**src/rtl/coo_dec_hls_deadlock_reporter.sv**
```systemverilog
// Deadlock reporter: qualifies the monitor's raw block flag with a
// programmable persistence timeout, snapshots the AXIS block vector with a
// timestamp on a confirmed deadlock, and delivers it as one valid/ready beat.
// The deadlock flag stays set until software pulses clear.
module coo_dec_hls_deadlock_reporter #(
  parameter int NUM_AXIS  = 4,
  parameter int TIMEOUT_W = 16,
  parameter int TS_W      = 32
) (
  input  logic                     clock,
  input  logic                     reset_n,
  input  logic                     block_in,
  input  logic [NUM_AXIS-1:0]      axis_block_sigs,
  input  logic [TIMEOUT_W-1:0]     timeout_cfg,
  input  logic                     clear,
  output logic                     rpt_valid,
  input  logic                     rpt_ready,
  output logic [TS_W+NUM_AXIS-1:0] rpt_data,
  output logic                     deadlock,
  output logic [7:0]               event_count
);

  typedef enum logic [1:0] {
    IDLE   = 2'd0,
    COUNT  = 2'd1,
    REPORT = 2'd2,
    HOLD   = 2'd3
  } state_e;

  state_e                    state_q, state_d;
  logic [TIMEOUT_W-1:0]      persist_q, persist_d;
  logic [TS_W-1:0]           ts_q;
  logic [TS_W+NUM_AXIS-1:0]  rpt_data_q, rpt_data_d;
  logic                      deadlock_q, deadlock_d;
  logic [7:0]                event_count_q, event_count_d;

  logic [TIMEOUT_W-1:0]      timeout_eff;
  logic [TIMEOUT_W-1:0]      persist_last;
  logic                      capture;

  // A zero timeout would never fire, so it behaves like a one-cycle timeout;
  // the counter stops one short of T because the T-th sample itself captures.
  assign timeout_eff  = (timeout_cfg == '0) ? TIMEOUT_W'(1) : timeout_cfg;
  assign persist_last = timeout_eff - TIMEOUT_W'(1);

  // Free-running timestamp; only reset touches it, clear does not.
  always_ff @(posedge clock or negedge reset_n) begin
    if (!reset_n) begin
      ts_q <= '0;
    end else begin
      ts_q <= ts_q + TS_W'(1);
    end
  end

  // Next-state logic: clear overrides everything, capture loads the report.
  always_comb begin
    state_d       = state_q;
    persist_d     = persist_q;
    rpt_data_d    = rpt_data_q;
    deadlock_d    = deadlock_q;
    event_count_d = event_count_q;
    capture       = 1'b0;

    if (clear) begin
      state_d    = IDLE;
      persist_d  = '0;
      deadlock_d = 1'b0;
    end else begin
      case (state_q)
        IDLE: begin
          persist_d = '0;
          if (block_in) begin
            if (timeout_eff == TIMEOUT_W'(1)) begin
              capture = 1'b1;
            end else begin
              persist_d = TIMEOUT_W'(1);
              state_d   = COUNT;
            end
          end
        end
        COUNT: begin
          if (!block_in) begin
            persist_d = '0;
            state_d   = IDLE;
          end else if (persist_q >= persist_last) begin
            capture = 1'b1;
          end else begin
            persist_d = persist_q + TIMEOUT_W'(1);
          end
        end
        REPORT: begin
          if (rpt_ready) begin
            state_d = HOLD;
          end
        end
        HOLD: begin
          state_d = HOLD;
        end
        default: begin
          state_d = IDLE;
        end
      endcase

      if (capture) begin
        state_d    = REPORT;
        persist_d  = '0;
        rpt_data_d = {ts_q, axis_block_sigs};
        deadlock_d = 1'b1;
        if (event_count_q != 8'hFF) begin
          event_count_d = event_count_q + 8'd1;
        end
      end
    end
  end

  // State and report registers.
  always_ff @(posedge clock or negedge reset_n) begin
    if (!reset_n) begin
      state_q       <= IDLE;
      persist_q     <= '0;
      rpt_data_q    <= '0;
      deadlock_q    <= 1'b0;
      event_count_q <= '0;
    end else begin
      state_q       <= state_d;
      persist_q     <= persist_d;
      rpt_data_q    <= rpt_data_d;
      deadlock_q    <= deadlock_d;
      event_count_q <= event_count_d;
    end
  end

  // Valid is decoded from the state so an async reset drops it at once.
  assign rpt_valid   = (state_q == REPORT);
  assign rpt_data    = rpt_data_q;
  assign deadlock    = deadlock_q;
  assign event_count = event_count_q;

endmodule

```
**config.mk**
```make
export PLATFORM = sky130hd
export DESIGN_NAME = coo_dec_hls_deadlock_reporter
export DESIGN_NICKNAME = d
export VERILOG_FILES = /design/src/rtl/coo_dec_hls_deadlock_reporter.sv
export SDC_FILE = /design/constraint.sdc
export NUM_CORES = 1
export LEC_CHECK = 0
export CAP_MARGIN = 10
export CORE_MARGIN = 2
export CORE_UTILIZATION = 35
export CTS_CLUSTER_SIZE = 8
export DETAILED_ROUTE_END_ITERATION = 8
export HOLD_SLACK_MARGIN = 0.1
export SLEW_MARGIN = 0
export SYNTH_ARGS = -nofsm -noshare
export SYNTH_HDL_FRONTEND = slang
export SYNTH_SLANG_ARGS = --single-unit
```
**constraint.sdc**
```tcl
create_clock -name clock -period 2.4 [get_ports clock]
set_clock_uncertainty 0.1 [all_clocks]
set_input_delay 0.24 -clock clock [delete_from_list [all_inputs] [get_ports clock]]
set_output_delay 0.24 -clock clock [all_outputs]
set_load 0.1 [all_outputs]
```
==> impl_metrics.toml <==
[synthesis]
syn-mean-instance-area_um2 = 11.2
synth_cell_type_count = 46
synth_edf_count = 0
yosys_warnings = 0
synth-seq-cells = 95
synthFlopType = "dfrtp_1"
async_flop_share = 1.00
synth_nets = 477
seq_area_frac_synth = 0.493
syn-cell-area_um2 = 4820
synthesis.instances = 431

[run]
drv_cap = 0

[timing]
hold_ws_ns = 0.333
rsz0062_at_grt = "true"
maxSlewViolCount = 0
setup_slack_ns = -1.40
hold_violations = 0
finalCritPeriodShare = 1.58
slew_headroom = 0.591
max_freq_mhz = 263
min_period_ns = 3.80
tightest_slew_ns = 0.611
setup_viol = 63

[setup_path]
startpoint_type = "input pin"
cp_cell_sequence = "buf_6 -> or4_4 -> nor4_4 -> a21o_1 -> inv_2 -> ha_4 -> nand2_4 -> or3_4 -> nor2_4 -> xnor2_2 -> ha_1 -> nand4_1 -> o21ai_2 -> a311o_1 -> o31a_2 -> nand2_4 -> buf_12 -> buf_12 -> buf_12 -> mux2_4"
cp.arrival_ns = 3.92
crit_family = "simple AND/OR/NAND/NOR gates"
path_common_cell = "buf_12"
critPathCaptureType = "flip-flop"
r2r_start = "persist_q[0]$_DFFE_PN0P_"
cpPeakStageDelay_ns = 0.55
cp_max_fo = 5
criticalPathCategory = "in2reg"
r2r_slack_ns = -0.32
slowest_stage = "or4_4"
cp_num_buf_inv = 5
r2r_cells = 11
worst-path-stages = 20
critPathCapture = "rpt_data[6]$_DFFE_PN0P_"
rr_endpoint = "rpt_data[6]$_DFFE_PN0P_"
crit_required_ns = 2.52
crit_path_start = "timeout_cfg[7]"

[floorplanning]
fp.coreArea_um2 = 13300
num_io_pins = 71
die_h_um = 121
start_util = 0.361
row_count = 42
dieArea_um2 = 14700
die_x_um = 121

[route]
drcViolationCount = 0
postRouteAntennaNets = 0
routed_via_density = 4.96
wl_per_cell_um = 15.4
vias = 3777
routed_wl_um = 11700
drtIter0Drc = 152
drt_pass1_iterations = 4

[outcome]
violations = "negative setup slack"
status = "complete, but fails checks"

[cells_and_area]
fin_nets = 627
area_growth_pct = 44.0
utilization = 0.520
antennaDiodeCount = 0
final_layout_size_suffix_gt1_frac = 0.391

[global_routing]
overflow = 0
antenna_found_initial = 0
track_usage = 0.167
grt_pass1_wl_um = 19700
grt_max_degree = 53
grt_pass1_vias = 3971

[clock_network]
cts_inserted_buffers = 9
cts_buffer_depth = 2
root_buffer = "clkbuf_16"
insertion_delay_ns = 0.34
cts_tree = "done"
clock_sinks = 95
clk_pin_slew_ns = 0.06
htree_levels = 3

[placed_design]
gp_congestion = 0.802
io_buffers = 70
dp_hpwl_um = 7900

[power_and_ir_drop]
vdd_drop_max_uv = 576
power_leakage_nw = 3.40
power_mw = 4.39
p_per_area_nw_per_um2 = 633

[hold_path]
hp-class = "in2async"
[worst min-delay path by stage]
| stage | from | to | depth (start not counted) |
|---|---|---|---|
| after floorplan | reset_n | deadlock$_DFFE_PN0P_ | 0 |
| after global placement | reset_n | rpt_data[19]$_DFFE_PN0P_ | 1 |
| after detailed placement | reset_n | rpt_data[20]$_DFFE_PN0P_ | 1 |
| after CTS | reset_n | rpt_data[18]$_DFFE_PN0P_ | 2 |
| after global routing | reset_n | rpt_data[20]$_DFFE_PN0P_ | 2 |
| final | reset_n | rpt_data[20]$_DFFE_PN0P_ | 2 |
[synth_stat cells, types with 6 or more instances]
master    instances  area share
dfrtp_1          95        0.49
xnor2_1          34       0.062
nand2_1          30       0.023
nand3_1          27       0.028
nor2_1           26       0.020
ha_1             21       0.055
mux2_2           20       0.047
a21oi_1          19       0.020
mux2_4           18       0.056
and3_1           13       0.017
nand4_1          13       0.017
a31oi_1          10       0.013
inv_1            10      0.0078
xor2_1           10       0.018
nand2b_1          9       0.012
o21ai_0           9      0.0093
clkbuf_1          7      0.0055
nor3_1            7      0.0073
and2_1            6      0.0078
nor4_1            6      0.0078
[final cells by class]
type / count / area [µm²]
Inverter: 10 / 37.5
Sequential cell: 95 / 2380
Clock buffer: 12 / 246
Timing Repair Buffer: 152 / 1370
Multi-Input combinational cell: 313 / 2640
Clock inverter: 3 / 43.8
Fill cell: 1196 / 6410
Tap cell: 176 / 220
[report_power, final]
part | total [mW] | switching, mW | internal, mW
clock | 1.42 | 0.589 | 0.832
sequential | 1.77 | 0.0795 | 1.69
combinational | 1.20 | 0.844 | 0.358
[through the flow]
stage                     cell area [µm²]  worst slack (ns)  TNS [ns]  instances
after floorplan                      4860             -1.61    -94.36        431
after CTS                            6910             -1.36    -76.42        760
final                                6940             -1.40    -78.38        761
after detailed placement             6080             -2.05   -120.86        726
after global routing                 6940             -1.53    -87.50        761
after global placement               6080             -1.99   -117.54        726
[cell usage in the layout (no fill, tap or decap), drive strengths merged, types with 2 or more instances in the layout]
cell / synthesis / layout
a21o: 2 / 2
a21oi: 19 / 19
a22o: 3 / 3
a31oi: 10 / 10
a41oi: 2 / 2
and2: 6 / 6
and3: 13 / 13
and4: 2 / 2
buf: 6 / 132
clkbuf: 7 / 14
clkdlybuf4s15: 0 / 2
clkdlybuf4s50: 0 / 8
clkinv: 0 / 2
dfrtp: 95 / 95
dlygate4sd2: 0 / 7
ha: 21 / 21
inv: 10 / 10
mux2: 38 / 38
mux2i: 3 / 3
nand2: 31 / 31
nand2b: 9 / 9
nand3: 27 / 27
nand3b: 3 / 3
nand4: 13 / 13
nor2: 26 / 26
nor3: 7 / 7
nor4: 7 / 7
o21ai: 9 / 9
or3: 3 / 3
or4: 2 / 2
xnor2: 34 / 34
xor2: 10 / 10
[per-layer routing]
metal	track usage	vias up	part of all wire
met2	0.275	69	0.49
met3	0.0343	9	0.036
li1	-	1836	-
met4	0.0431	0	0.010
met1	0.226	1863	0.46
met5	0	-	0
[worst reg2reg max path, stage by stage, from the launching register on]
cell and delay (ns):
dfrtp_1 0.36, inv_1 0.06, ha_1 0.27, nand2b_1 0.18
a2111oi_4 0.43, nor4b_4 0.10, o31a_2 0.34, nand2_4 0.11
buf_12 0.14, buf_12 0.11, buf_12 0.11, mux2_4 0.30
[what timing repair did]
action,4_1_cts,5_1_grt
cloned,4,0
endpoints found under the hold margin,43,0
setup endpoints to repair,63,63
hold buffers,1,0
pin swaps,39,16
setup buffers,17,3
gates resized for setup,103,17
[flip-flops by register name (all words and copies together), names as in the netlist]
signal and cells:
persist_q 16, rpt_data 36, deadlock 1, ts_q 32
state_q 2, event_count 8
[logic make-up after synthesis]
kind of cell               count (synthesis)  synth area share
DFF                                       95             0.493
muxes                                     41             0.109
AOI/OAI and AO/OA                         52            0.0670
and+or+nand+nor                          155             0.172
buffers and inverters                     23            0.0239
xor gates and xnor gates                  44            0.0800
adders and majority gates                 21            0.0545
Note: power is estimated with default switching activity, not from simulation.
